### src/rtl/clock_enable_sequencer_pkg.sv
// Shared types and helpers for the clock-enable sequencer: FSM states and
// the ratio legality rule.
package clock_enable_pkg;

  typedef enum logic [1:0] {
    IDLE    = 2'd0,
    RUN     = 2'd1,
    PENDING = 2'd2
  } state_t;

  localparam int MIN_RATIO = 2;

  // Ratios below 2 cannot form a period with distinct high and low phases.
  function automatic logic ratio_legal(input logic [31:0] ratio);
    return ratio >= MIN_RATIO;
  endfunction

endpackage

### src/rtl/clock_enable_sequencer_if.sv
// Ratio configuration handshake between a host and the clock-enable sequencer.
interface clock_enable_sequencer_if #(
  parameter int W = 16
);
  logic         cfg_valid;
  logic [W-1:0] cfg_ratio;
  logic         cfg_ready;

  modport master (output cfg_valid, output cfg_ratio, input cfg_ready);
  modport slave  (input cfg_valid, input cfg_ratio, output cfg_ready);
endinterface

### src/rtl/clock_enable_sequencer_period_counter.sv
// W-bit period counter: counts 0..ratio-1 while running, flags the wrap and
// half-period points of the current ratio.
module period_counter #(
  parameter int W = 16
) (
  input  logic         clk,
  input  logic         reset,
  input  logic         clear,
  input  logic         run,
  input  logic [W-1:0] ratio,
  output logic         wrap,
  output logic         half
);

  logic [W-1:0] r_cnt;

  assign wrap = run && (r_cnt == ratio - W'(1));
  assign half = run && (r_cnt == (ratio >> 1) - W'(1));

  always_ff @(posedge clk or posedge reset) begin
    if (reset)      r_cnt <= '0;
    else if (clear) r_cnt <= '0;
    else if (run)   r_cnt <= wrap ? '0 : r_cnt + W'(1);
  end

endmodule

### src/rtl/clock_enable_sequencer.sv
// Programmable clock-enable generator: runs a period counter at the ratio in
// force and swaps new ratios in only at a period boundary.
module clock_enable_sequencer
  import clock_enable_pkg::*;
#(
  parameter int W         = 16,
  parameter int DEFAULT_M = 64
) (
  input  logic                     clk,
  input  logic                     reset,
  input  logic                     enable,
  clock_enable_sequencer_if.slave  cfg,
  output logic                     cfg_err,
  output logic [W-1:0]             ratio_o,
  output logic                     running,
  output logic                     ce_o,
  output logic                     clk_o
);

  state_t       r_state;
  logic [W-1:0] r_staged;
  logic         w_hs, w_legal, w_take, w_bad;
  logic         w_wrap, w_half, w_clear;

  assign cfg.cfg_ready = (r_state != PENDING);
  assign running       = (r_state != IDLE);

  assign w_hs    = cfg.cfg_valid & cfg.cfg_ready;
  assign w_legal = ratio_legal(32'(cfg.cfg_ratio));
  assign w_take  = w_hs & w_legal;
  assign w_bad   = w_hs & ~w_legal;
  // Dropping enable restarts the next run from phase 0.
  assign w_clear = ~running | ~enable;

  period_counter #(.W(W)) u_cnt (
    .clk   (clk),
    .reset (reset),
    .clear (w_clear),
    .run   (running),
    .ratio (ratio_o),
    .wrap  (w_wrap),
    .half  (w_half)
  );

  always_ff @(posedge clk or posedge reset) begin
    if (reset) begin
      r_state  <= IDLE;
      r_staged <= '0;
      ratio_o  <= W'(DEFAULT_M);
      clk_o    <= 1'b0;
      ce_o     <= 1'b0;
      cfg_err  <= 1'b0;
    end else begin
      cfg_err <= w_bad;
      ce_o    <= 1'b0;
      case (r_state)
        IDLE: begin
          clk_o <= 1'b0;
          if (w_take) ratio_o <= cfg.cfg_ratio;
          if (enable) r_state <= RUN;
        end
        RUN, PENDING: begin
          if (!enable) begin
            r_state <= IDLE;
            clk_o   <= 1'b0;
            if (r_state == PENDING) ratio_o <= r_staged;
            else if (w_take)        ratio_o <= cfg.cfg_ratio;
          end else begin
            if (w_wrap) begin
              ce_o  <= 1'b1;
              clk_o <= 1'b1;
            end else if (w_half) begin
              clk_o <= 1'b0;
            end
            // A handshake on a RUN wrap stages; the old ratio finishes this period.
            if (w_wrap && r_state == PENDING) begin
              ratio_o <= r_staged;
              r_state <= RUN;
            end else if (w_take) begin
              r_staged <= cfg.cfg_ratio;
              r_state  <= PENDING;
            end
          end
        end
        default: r_state <= IDLE;
      endcase
    end
  end

endmodule

### src/flat_wrapper.sv
// flat-port wrapper written by rule: the top's interface ports become plain ports
module clock_enable_sequencer_flat import clock_enable_pkg::*;
#(
  parameter int W         = 16,
  parameter int DEFAULT_M = 64
)
  (clk, reset, enable, cfg_err, ratio_o, running, ce_o, clk_o, cfg_cfg_valid, cfg_cfg_ratio, cfg_cfg_ready);
  clock_enable_sequencer_if #(.W(W)) cfg_i ();
  input  logic clk;
  input  logic reset;
  input  logic enable;
  output logic cfg_err;
  output logic [W-1:0] ratio_o;
  output logic running;
  output logic ce_o;
  output logic clk_o;
  input wire logic [$bits(cfg_i.cfg_valid)-1:0] cfg_cfg_valid;
  input wire logic [$bits(cfg_i.cfg_ratio)-1:0] cfg_cfg_ratio;
  output wire logic [$bits(cfg_i.cfg_ready)-1:0] cfg_cfg_ready;
  assign cfg_i.cfg_valid = cfg_cfg_valid;
  assign cfg_i.cfg_ratio = cfg_cfg_ratio;
  assign cfg_cfg_ready = cfg_i.cfg_ready;
  clock_enable_sequencer #(.W(W), .DEFAULT_M(DEFAULT_M)) u_core (.clk(clk), .reset(reset), .enable(enable), .cfg(cfg_i), .cfg_err(cfg_err), .ratio_o(ratio_o), .running(running), .ce_o(ce_o), .clk_o(clk_o));
endmodule
### config.mk
export PLATFORM = sky130hd
export DESIGN_NAME = clock_enable_sequencer_flat
export DESIGN_NICKNAME = d
export VERILOG_FILES = /design/src/rtl/clock_enable_sequencer_pkg.sv /design/src/rtl/clock_enable_sequencer_if.sv /design/src/rtl/clock_enable_sequencer_period_counter.sv /design/src/rtl/clock_enable_sequencer.sv /design/src/flat_wrapper.sv
export SDC_FILE = /design/constraint.sdc
export NUM_CORES = 1
export LEC_CHECK = 0
export ABC_AREA = 1
export BUFFER_PORTS_ARGS = -buffer_cell sky130_fd_sc_hd__buf_2
export CORE_MARGIN = 4
export CORE_UTILIZATION = 30
export CTS_CLUSTER_SIZE = 24
export DETAILED_ROUTE_END_ITERATION = 6
export GPL_ROUTABILITY_DRIVEN = 0
export GPL_TIMING_DRIVEN = 0
export PLACE_DENSITY_LB_ADDON = 0.12
export SLEW_MARGIN = 20
export SYNTH_ARGS = -nofsm -noshare
export SYNTH_HDL_FRONTEND = slang
export SYNTH_SLANG_ARGS = --single-unit
export TNS_END_PERCENT = 20
### constraint.sdc
create_clock -name clk -period 2.36 [get_ports clk]
set_clock_uncertainty 0.2 [all_clocks]
set_input_delay 0.354 -clock clk [delete_from_list [all_inputs] [get_ports clk]]
set_output_delay 0.354 -clock clk [all_outputs]
set_load 0.05 [all_outputs]
==> results of run 1 <==
## power breakdown
group | internal, mW | switching [mW] | leakage [nW]
combinational | 1.92 | 2.98 | 1.70
clock | 0.430 | 0.367 | 0.0775
sequential | 1.24 | 0.330 | 0.670
total | 3.58 | 3.68 | 2.45
## routing by layer
metal / track usage / vias up / part of all wire
li1: - / 1932 / -
met2: 0.275 / 65 / 0.51
met1: 0.206 / 1789 / 0.45
met5: 0 / - / 0
met3: 0.0183 / 9 / 0.028
met4: 0.0343 / 0 / 0.012
## area by class of cell
cell class	count	area [sq um]	share of cell area
Tap cell	172	215	0.0412
Clock inverter	2	17.5	0.00335
Buffer	24	194	0.0371
Multi-Input combinational cell	440	2540	0.487
Clock buffer	6	139	0.0266
Timing Repair Buffer	76	574	0.110
Sequential cell	53	1340	0.257
Inverter	41	196	0.0376
## worst min-delay path by stage
stage	start	end	slack [ns]	cells after the start
6_report	cfg_cfg_ratio[0]	u_core.r_staged[0]$_DFFE_PP0P_	0.10	3
5_1_grt	cfg_cfg_ratio[0]	u_core.r_staged[0]$_DFFE_PP0P_	0.11	3
4_1_cts	cfg_cfg_valid	u_core.cfg_err$_DFF_PP0_	0.1	3
3_5_place_dp	reset	u_core.r_staged[1]$_DFFE_PP0P_	0.02	2
3_3_place_gp	u_core.r_staged[5]$_DFFE_PP0P_	u_core.r_staged[5]$_DFFE_PP0P_	0.26	2
2_1_floorplan	u_core.r_staged[0]$_DFFE_PP0P_	u_core.r_staged[0]$_DFFE_PP0P_	0.24	2
## flip-flops by register name, summed over array words and instances (netlist names)
name,cells
u_core.cfg_err,1
u_core.r_state,2
u_core.clk_o,1
u_core.ratio_o,16
u_core.r_staged,16
u_core.ce_o,1
u_core.u_cnt.r_cnt,16
## repair_timing
| item | in CTS | in global routing |
|---|---|---|
| gates cloned | 0 | 3 |
| setup buffers | 20 | 11 |
| endpoints found under the hold margin | 52 | 0 |
| gates resized for setup | 30 | 41 |
| pin swaps | 11 | 20 |
| setup endpoints to repair | 49 | 52 |
| hold buffers | 1 | 0 |
## layout by cell type, fill, tap and decap left out, types with 3 or more instances in the layout
cell / count
a21oi_1: 3
a31oi_1: 17
buf_12: 4
buf_2: 46
buf_4: 28
buf_6: 6
clkbuf_1: 6
clkbuf_16: 8
clkbuf_2: 3
clkinvlp_4: 4
dfrtp_1: 41
dfrtp_2: 11
ha_1: 3
inv_1: 27
inv_2: 4
inv_4: 4
nand2_1: 173
nand2_2: 25
nand2_4: 3
nand2_8: 4
nand3_1: 35
nand3_2: 4
nand3b_1: 4
nand4_1: 5
nor2_1: 56
nor2_2: 11
nor2_4: 9
nor3_1: 5
nor3b_2: 3
nor4_1: 3
o21ai_0: 5
o21ai_1: 4
o21ai_2: 7
xnor2_1: 14
xor2_1: 32
## kinds of logic (layout without fill, tap and decap cells)
kind of cell             count (synthesis)  after routing  share of synthesized area
AO/OA/AOI/OAI                           39             39                     0.0600
adder cells (fa/ha/maj)                  6              6                     0.0189
flip-flops                              53             53                      0.335
buffers and inverters                   68            149                     0.0849
AND/OR/NAND/NOR                        348            348                      0.395
XOR/XNOR                                47             47                      0.106
## worst max-delay path, stage by stage, from the launching register on
cell and delay [ns]:
dfrtp_2 0.43, inv_4 0.09, ha_4 0.18, nand2_8 0.08
nor2_8 0.17, nand2_2 0.06, nand2_2 0.08, xor2_2 0.19
nand2_2 0.09, nor2_4 0.16, nand3_4 0.12, nand2_8 0.12
nand2_8 0.08, clkinv_8 0.08, clkbuf_16 0.15, nand2_2 0.05
nand2_2 0.06
==> impl_metrics.env, run 1 <==
export IMPL_peakVddDrop_v=0.000709
export IMPL_cp_required_ns=2.41
export IMPL_ff2ff_path_depth=16
export IMPL_synth_edf_count=0
export IMPL_slew_viol_final=0
export IMPL_htreeDepth=2
export IMPL_drc=0
export IMPL_synth_area_top_cells="dfrtp_1 (33%), nand2_1 (18%), xor2_1 (7.1%), nor2_1 (6.3%), nand3_1 (4.9%)"
export IMPL_hold_slack_ns=0.102
export IMPL_die_width_microns=123
export IMPL_clock_path_buffers=2
export IMPL_finalNonFillerCells=814
export IMPL_p_leak_nw=2.45
export IMPL_yosysWarnings=0
export IMPL_yosys_area_top_type="dfrtp_1"
export IMPL_synth_seq_area_share=0.335
export IMPL_cap_violations=0
export IMPL_fmax_mhz=405
export IMPL_wl_microns=11800
export IMPL_path_clk_slew_ns=0.08
export IMPL_ys_async_sr_fraction=1.00
export IMPL_r2r_setup_slack_ns=-0.11
export IMPL_synth_main_ff_cell="dfrtp_1"
export IMPL_status="complete, but fails checks"
export IMPL_final_nets=667
export IMPL_synthToLayoutAreaGrowth_pct=31.8
export IMPL_r2r_start="u_core.ratio_o[1]$_DFFE_PP0P_"
export IMPL_cp_endpoint="u_core.ratio_o[6]$_DFFE_PP1P_"
export IMPL_viasPerCell=4.66
export IMPL_wl_per_cell_microns=14.4
export IMPL_place_inst=774
export IMPL_syn_cell_area_sq_um=3960
export IMPL_drive_gt1_frac=0.318
export IMPL_fin_tns_setup_ns=-2.85
export IMPL_port_buffers=40
export IMPL_routed_via_count=3795
export IMPL_rows=41
export IMPL_worstSkewPairLatency_ns=0.30
export IMPL_crit_arrival_ns=2.52
export IMPL_r2r_end="u_core.ratio_o[6]$_DFFE_PP1P_"
export IMPL_dpl_hpwl_microns=8620
export IMPL_cp_end_kind="register"
export IMPL_fin_crit_sh=1.05
export IMPL_clockRootBuffer="clkbuf_16"
export IMPL_rsz0062_at_grt="yes"
export IMPL_worst_slack_ns=-0.108
export IMPL_violations="negative setup slack"
export IMPL_critPathLaunch="u_core.ratio_o[1]$_DFFE_PP0P_"
export IMPL_ant_nets=0
export IMPL_die_h_microns=123
export IMPL_utilization=0.409
export IMPL_ios=41
export IMPL_grt_max_degree=53
export IMPL_max_slew_margin_rel=0.646
export IMPL_pre_cts_ws_ns=-0.660
export IMPL_path_class="reg2reg"
export IMPL_yosys_top_cells_count="nand2_1 (185), nor2_1 (66), dfrtp_1 (52)"
export IMPL_synth_seq_cells=53
export IMPL_grt_pass1_vias=3672
export IMPL_grt_pass1_wl_microns=18500
export IMPL_synth_area_per_cell_sq_um=7.06
export IMPL_max_slew_worst_pin_slew_ns=0.531
export IMPL_syn_instance_count=561
export IMPL_cp_max_fo=8
export IMPL_fill_cells=1359
export IMPL_ys_types=38
export IMPL_antenna_found_initial=0
export IMPL_hold_class="in2reg"
export IMPL_track_usage=0.156
export IMPL_fin_area_sq_um=5220
export IMPL_netlist_area_leader_share=0.328
export IMPL_fp_dieArea_sq_um=15100
export IMPL_initial_core_util=0.310
export IMPL_period_needed_ns=2.47
export IMPL_drt_initial_drc_count=140
export IMPL_place_area_sq_um=4470
export IMPL_cts_num_sinks=53
export IMPL_hold_viol_final=0
export IMPL_cts_buffers=5
export IMPL_power_per_cell_area_nw_per_um2=1390
export IMPL_tritoncts="built"
export IMPL_setup_violations=44
export IMPL_syn_nets=587
export IMPL_cp_start_kind="register"
export IMPL_finalPower_mw=7.26
export IMPL_synthMostInstantiatedCell="nand2_1"
export IMPL_gr_total_overflow=0
export IMPL_core_area_sq_um=12800
export IMPL_first_pass_iters=4
export IMPL_n_antenna_cell=0
(Power assumes the default switching activity.)
==> run 2, diff against run 1 <==
- CORE_MARGIN: 4 -> default
==> run 2 against run 1 <==
The flow still finishes with violations (negative setup slack). Critical path depth stayed put. Global-route usage is 3.2 points higher. Routed wire length is 0.27% lower. Die area is 9.5% lower. Combinational power is 2% lower. Register-to-register slack worse by 0.03 ns. Clock-buffer cell count stayed put. Worst hold slack worse by 0.015 ns.
==> impl_metrics.env, run 2 (synthesis results as in run 1) <==
export IMPL_max_slew_worst_pin_slew_ns=0.540
export IMPL_fin_crit_sh=1.06
export IMPL_final_common_cell="nand2_1"
export IMPL_cts_buffers=5
export IMPL_ios=41
export IMPL_wl_microns=11700
export IMPL_period_needed_ns=2.50
export IMPL_setup_violations=44
export IMPL_hold_viol_final=0
export IMPL_p_leak_nw=2.42
export IMPL_rsz0062_at_grt="yes"
export IMPL_peakVddDrop_v=0.000821
export IMPL_drt_initial_drc_count=151
export IMPL_track_usage=0.188
export IMPL_layout_common_cells="nand2_1 (174), nor2_1 (57), buf_2 (44)"
export IMPL_final_nets=663
export IMPL_status="complete, but fails checks"
export IMPL_fill_cells=1326
export IMPL_cp_cell_sequence="buf_6 > nor2_4 > nand2_4 > nor2_8 > nand2_2 > nand2_2 > xor2_2 > nand2_2 > nor2_4 > nand3_2 > nand2_4 > buf_6 > inv_8 > nand2_8 > buf_12 > o21ai_1"
export IMPL_ant_nets=0
export IMPL_max_slew_margin_rel=0.640
export IMPL_wl_met1_microns=5260
export IMPL_first_pass_iters=4
export IMPL_cts_num_sinks=53
export IMPL_htreeDepth=2
export IMPL_gr_total_overflow=0
export IMPL_fin_tns_setup_ns=-2.88
export IMPL_rows=41
export IMPL_finalNonFillerCells=810
export IMPL_grt_max_degree=30
export IMPL_viasPerCell=4.67
export IMPL_tritoncts="built"
export IMPL_power_per_cell_area_nw_per_um2=1410
export IMPL_cp_start_kind="register"
export IMPL_core_area_sq_um=12800
export IMPL_pre_cts_ws_ns=-0.680
export IMPL_met3_length_microns=422
export IMPL_slew_viol_final=0
export IMPL_worst_slack_ns=-0.137
export IMPL_n_antenna_cell=0
export IMPL_grt_pass1_vias=3838
export IMPL_fmax_mhz=400
export IMPL_crit_arrival_ns=2.49
export IMPL_dpl_hpwl_microns=8610
export IMPL_clockRootBuffer="clkbuf_16"
export IMPL_fp_dieArea_sq_um=13700
export IMPL_cp_required_ns=2.35
export IMPL_critical_path_max_stage_delay_ns=0.41
export IMPL_cp_max_fo=9
export IMPL_violations="negative setup slack"
export IMPL_grt_pass1_wl_microns=19400
export IMPL_met2_length_microns=5750
export IMPL_port_buffers=40
export IMPL_drive_gt1_frac=0.292
export IMPL_routed_via_count=3779
export IMPL_wl_per_cell_microns=14.5
export IMPL_cp_slowest_cell="dfrtp_2"
export IMPL_worstSkewPairLatency_ns=0.31
export IMPL_finalPower_mw=7.27
export IMPL_path_clk_slew_ns=0.08
export IMPL_hold_class="in2reg"
export IMPL_synthToLayoutAreaGrowth_pct=29.9
export IMPL_die_h_microns=117
export IMPL_antenna_found_initial=0
export IMPL_cap_violations=0
export IMPL_drc=0
export IMPL_reg_top3="u_core.r_staged: 16 flops, u_core.ratio_o: 16 flops, u_core.u_cnt.r_cnt: 16 flops"
export IMPL_initial_core_util=0.310
export IMPL_cp_end_kind="register"
export IMPL_cp_common_cell="nand2_2"
export IMPL_path_class="reg2reg"
export IMPL_clock_path_buffers=2
export IMPL_routed_top_layer="met4"
export IMPL_die_width_microns=117
export IMPL_place_inst=774
==> run 2: critical path: cells and delay by family (launching register included) <==
kind / cells / cell delay [ns]
buffers and inverters: 4 / 0.43
AND/OR/NAND/NOR: 10 / 1.06
XOR/XNOR: 1 / 0.20
AO/OA/AOI/OAI: 1 / 0.06
flip-flops: 1 / 0.41
==> run 2: layout make-up <==
class                      count  area [sq um]  share of cell area
timing repair buffer          76           586               0.114
clock inverter                 2          17.5             0.00340
clock buffer                   6           139              0.0270
tap                          172           215              0.0418
buffer                        20           168              0.0326
multi-input combinational    440          2490               0.484
sequential                    53          1340               0.261
inverter                      41           191              0.0372
==> run 2: layer usage <==
metal,vias to the layer above,global-route usage
li1,1920,-
met1,1771,0.235
met2,69,0.324
met3,19,0.0381
met4,0,0.0624
met5,-,0
==> run 2: metrics by stage <==
stage | area (sq um) | hold slack, ns | utilization
global placement | 4440 | 0.255 | 0.347
CTS | 4990 | 0.0809 | 0.391
global route | 5150 | 0.0993 | 0.403
finish | 5150 | 0.0870 | 0.403
floorplan | 4020 | 0.243 | -
detailed placement | 4460 | 0.160 | 0.349
==> run 2: path summary, 6_finish.rpt <==
path	startpoint	end	slack, ns	cells after the start
worst min-delay path	cfg_cfg_ratio[0]	u_core.r_staged[0]$_DFFE_PP0P_	0.09	3
worst min register to register	u_core.r_staged[7]$_DFFE_PP0P_	u_core.r_staged[7]$_DFFE_PP0P_	0.27	2
worst max register to register	u_core.ratio_o[5]$_DFFE_PP0P_	u_core.r_state[1]$_DFFE_PP0P_	-0.14	16
min in group asynchronous	reset	u_core.ratio_o[0]$_DFFE_PP0P_	0.36	3
max in group asynchronous	reset	u_core.ratio_o[6]$_DFFE_PP1P_	1.06	4
worst max-delay path	u_core.ratio_o[5]$_DFFE_PP0P_	u_core.r_state[1]$_DFFE_PP0P_	-0.14	16
==> run 2: what timing repair did <==
action,CTS,global route
gates cloned,1,2
endpoints found under the hold margin,24,0
hold buffers,1,0
gates resized for setup,34,26
pin swaps,13,12
buffers inserted,25,6
endpoints found under the setup margin,49,51
==> run 2: power breakdown <==
part / internal, mW / switching [mW]
Sequential: 1.24 / 0.434
Combinational: 1.93 / 2.86
Clock: 0.430 / 0.378
==> run 3, diff against run 2 <==
- PLACE_DENSITY: default -> 0.59
- PLACE_DENSITY_LB_ADDON: 0.12 -> default
==> run 3 against run 2 <==
The run still ends with negative setup slack left. Critical path depth shrank 1. Core utilization shrank 0.58 points. Register-to-register slack gained 0.02 ns. Power shrank 2.2%. Clock power shrank 2%. Largest power group unchanged.
==> impl_metrics.env, run 3 (synthesis results as in run 1) <==
export IMPL_critical_path_max_stage_delay_ns=0.43
export IMPL_crit_arrival_ns=2.46
export IMPL_initial_core_util=0.310
export IMPL_peakVddDrop_v=0.000627
export IMPL_max_slew_worst_pin_slew_ns=0.673
export IMPL_cts_buffers=5
export IMPL_multi_input_area_sq_um=2520
export IMPL_drive_gt1_frac=0.295
export IMPL_fmax_mhz=404
export IMPL_whs_path_depth=3
export IMPL_hp_start="cfg_cfg_ratio[0]"
export IMPL_drc=0
export IMPL_p_leak_nw=2.41
export IMPL_routed_via_count=3795
export IMPL_worst_slack_ns=-0.112
export IMPL_slew_viol_final=0
export IMPL_antenna_found_initial=0
export IMPL_cp_required_ns=2.34
export IMPL_first_pass_iters=4
export IMPL_path_buf_inv=3
export IMPL_n_antenna_cell=0
export IMPL_max_slew_margin_rel=0.552
export IMPL_crit_family="simple AND/OR/NAND/NOR gates"
export IMPL_reg_top3="u_core.r_staged: 16 flops, u_core.ratio_o: 16 flops, u_core.u_cnt.r_cnt: 16 flops"
export IMPL_die_width_microns=117
export IMPL_final_common_cell="nand2_1"
export IMPL_violations="negative setup slack"
export IMPL_htreeDepth=2
export IMPL_wl_microns=10700
export IMPL_grt_pass1_wl_microns=17600
export IMPL_sw_frac_of_total=0.509
export IMPL_drt_initial_drc_count=191
export IMPL_cp_max_fo=8
export IMPL_dpl_hpwl_microns=8090
export IMPL_gr_total_overflow=0
export IMPL_critPathLaunch="u_core.ratio_o[3]$_DFFE_PP0P_"
export IMPL_power_per_cell_area_nw_per_um2=1400
export IMPL_path_class="reg2reg"
export IMPL_ff2ff_path_depth=15
export IMPL_synthToLayoutAreaGrowth_pct=28.0
export IMPL_cp_end_kind="register"
export IMPL_seq_area_sq_um=1340
export IMPL_clockRootBuffer="clkbuf_16"
export IMPL_rsz0062_at_grt="yes"
export IMPL_hold_viol_final=0
export IMPL_min_to="u_core.r_staged[0]$_DFFE_PP0P_"
export IMPL_cp_slowest_cell="dfrtp_2"
export IMPL_r2r_setup_slack_ns=-0.11
export IMPL_cp_start_kind="register"
export IMPL_path_clk_slew_ns=0.08
export IMPL_fill_cells=1320
export IMPL_r2r_start="u_core.ratio_o[3]$_DFFE_PP0P_"
export IMPL_p_clk_frac=0.111
export IMPL_core_area_sq_um=12800
export IMPL_die_h_microns=117
export IMPL_viasPerCell=4.69
export IMPL_period_needed_ns=2.47
export IMPL_grt_pass1_vias=3670
export IMPL_grt_max_degree=54
export IMPL_hold_class="in2reg"
export IMPL_final_nets=662
export IMPL_rows=41
export IMPL_fin_crit_sh=1.05
export IMPL_r2r_end="u_core.r_state[1]$_DFFE_PP0P_"
export IMPL_p_int_mw=3.49
export IMPL_worstSkewPairLatency_ns=0.30
export IMPL_p_seq_frac=0.217
export IMPL_port_buffers=40
export IMPL_layout_common_cells="nand2_1 (175), nor2_1 (58), buf_2 (46)"
export IMPL_ios=41
export IMPL_cts_num_sinks=53
export IMPL_status="complete, but fails checks"
export IMPL_fin_tns_setup_ns=-3.05
export IMPL_fp_dieArea_sq_um=13700
export IMPL_setup_violations=44
export IMPL_combPwrFrac=0.672
export IMPL_wl_per_cell_microns=13.3
export IMPL_track_usage=0.165
export IMPL_cap_violations=0
export IMPL_cp_cell_sequence="buf_12 > nor2_8 > nand2_4 > nor2_8 > nand2_2 > nand2_2 > xor2_2 > nand2_2 > nor2_4 > nand3_2 > nand2_4 > inv_4 > nand2_4 > buf_12 > o21ai_0"
export IMPL_ant_nets=0
export IMPL_switchingPower_mw=3.62
export IMPL_clock_path_buffers=2
export IMPL_hold_slack_ns=0.0974
export IMPL_tritoncts="built"
run 3: cell types whose count changed in the layout (fill, tap and decap cells not counted), sizes merged:
cell,previous run,this run
buf,84,83
run 3: worst max-delay path by stage:
stage | endpoint | slack, ns | depth (start not counted)
2_1_floorplan | u_core.ratio_o[4]$_DFFE_PP0P_ | -0.03 | 15
3_3_place_gp | u_core.ratio_o[10]$_DFFE_PP0P_ | -0.39 | 2
3_5_place_dp | u_core.r_staged[2]$_DFFE_PP0P_ | -0.39 | 9
4_1_cts | u_core.ratio_o[4]$_DFFE_PP0P_ | -0.11 | 18
5_1_grt | u_core.ratio_o[0]$_DFFE_PP0P_ | -0.25 | 15
6_report | u_core.r_state[1]$_DFFE_PP0P_ | -0.11 | 15
run 3: routing by layer:
metal	up-vias	wire length, microns	GRT usage
met3	17	376	0.0242
met5	-	0	0
li1	1912	-	-
met4	0	232	0.0498
met1	1782	4830	0.208
met2	84	5290	0.293
run 3: power by group through the flow:
stage	Clock, mW	Sequential [mW]	Combinational, mW
floorplan	0	1.94	2.77
global placement	0	1.53	3.95
detailed placement	0	1.54	4.01
CTS	0.808	1.49	4.44
global route	0.840	1.58	5.24
finish	0.792	1.54	4.78
run 3: tightest hold or removal path, stage by stage:
cell and delay [ns]:
buf_2 0.09, nand3_1 0.07, nand2_1 0.06
run 3: layout make-up:
cell class	count	area share
buffer	25	0.0372
clock inverter	2	0.00345
multi-input combinational	440	0.496
timing repair buffer	70	0.0917
tap	172	0.0424
clock buffer	6	0.0274
sequential	53	0.265
inverter	41	0.0367
run 3: what timing repair did:
item                                    in CTS  in global routing
resized for setup                           25                 38
cloned                                       1                  1
hold endpoints to repair                    43                  0
endpoints found under the setup margin      50                 51
hold buffers                                 1                  0
pin swaps                                    5                 14
setup buffers                               19                  8
run 3: metrics by stage:
| stage | std cells | power (mW) | utilization | setup WS [ns] | area, sq um |
|---|---|---|---|---|---|
| after global routing | 809 | 7.66 | 0.397 | -0.249 | 5070 |
| after floorplan | 561 | 4.70 | - | -0.0331 | 4020 |
| after CTS | 802 | 6.74 | 0.380 | -0.111 | 4850 |
| after global placement | 773 | 5.48 | 0.347 | -0.392 | 4440 |
| final | 809 | 7.11 | 0.397 | -0.112 | 5070 |
| after detailed placement | 773 | 5.55 | 0.348 | -0.394 | 4440 |
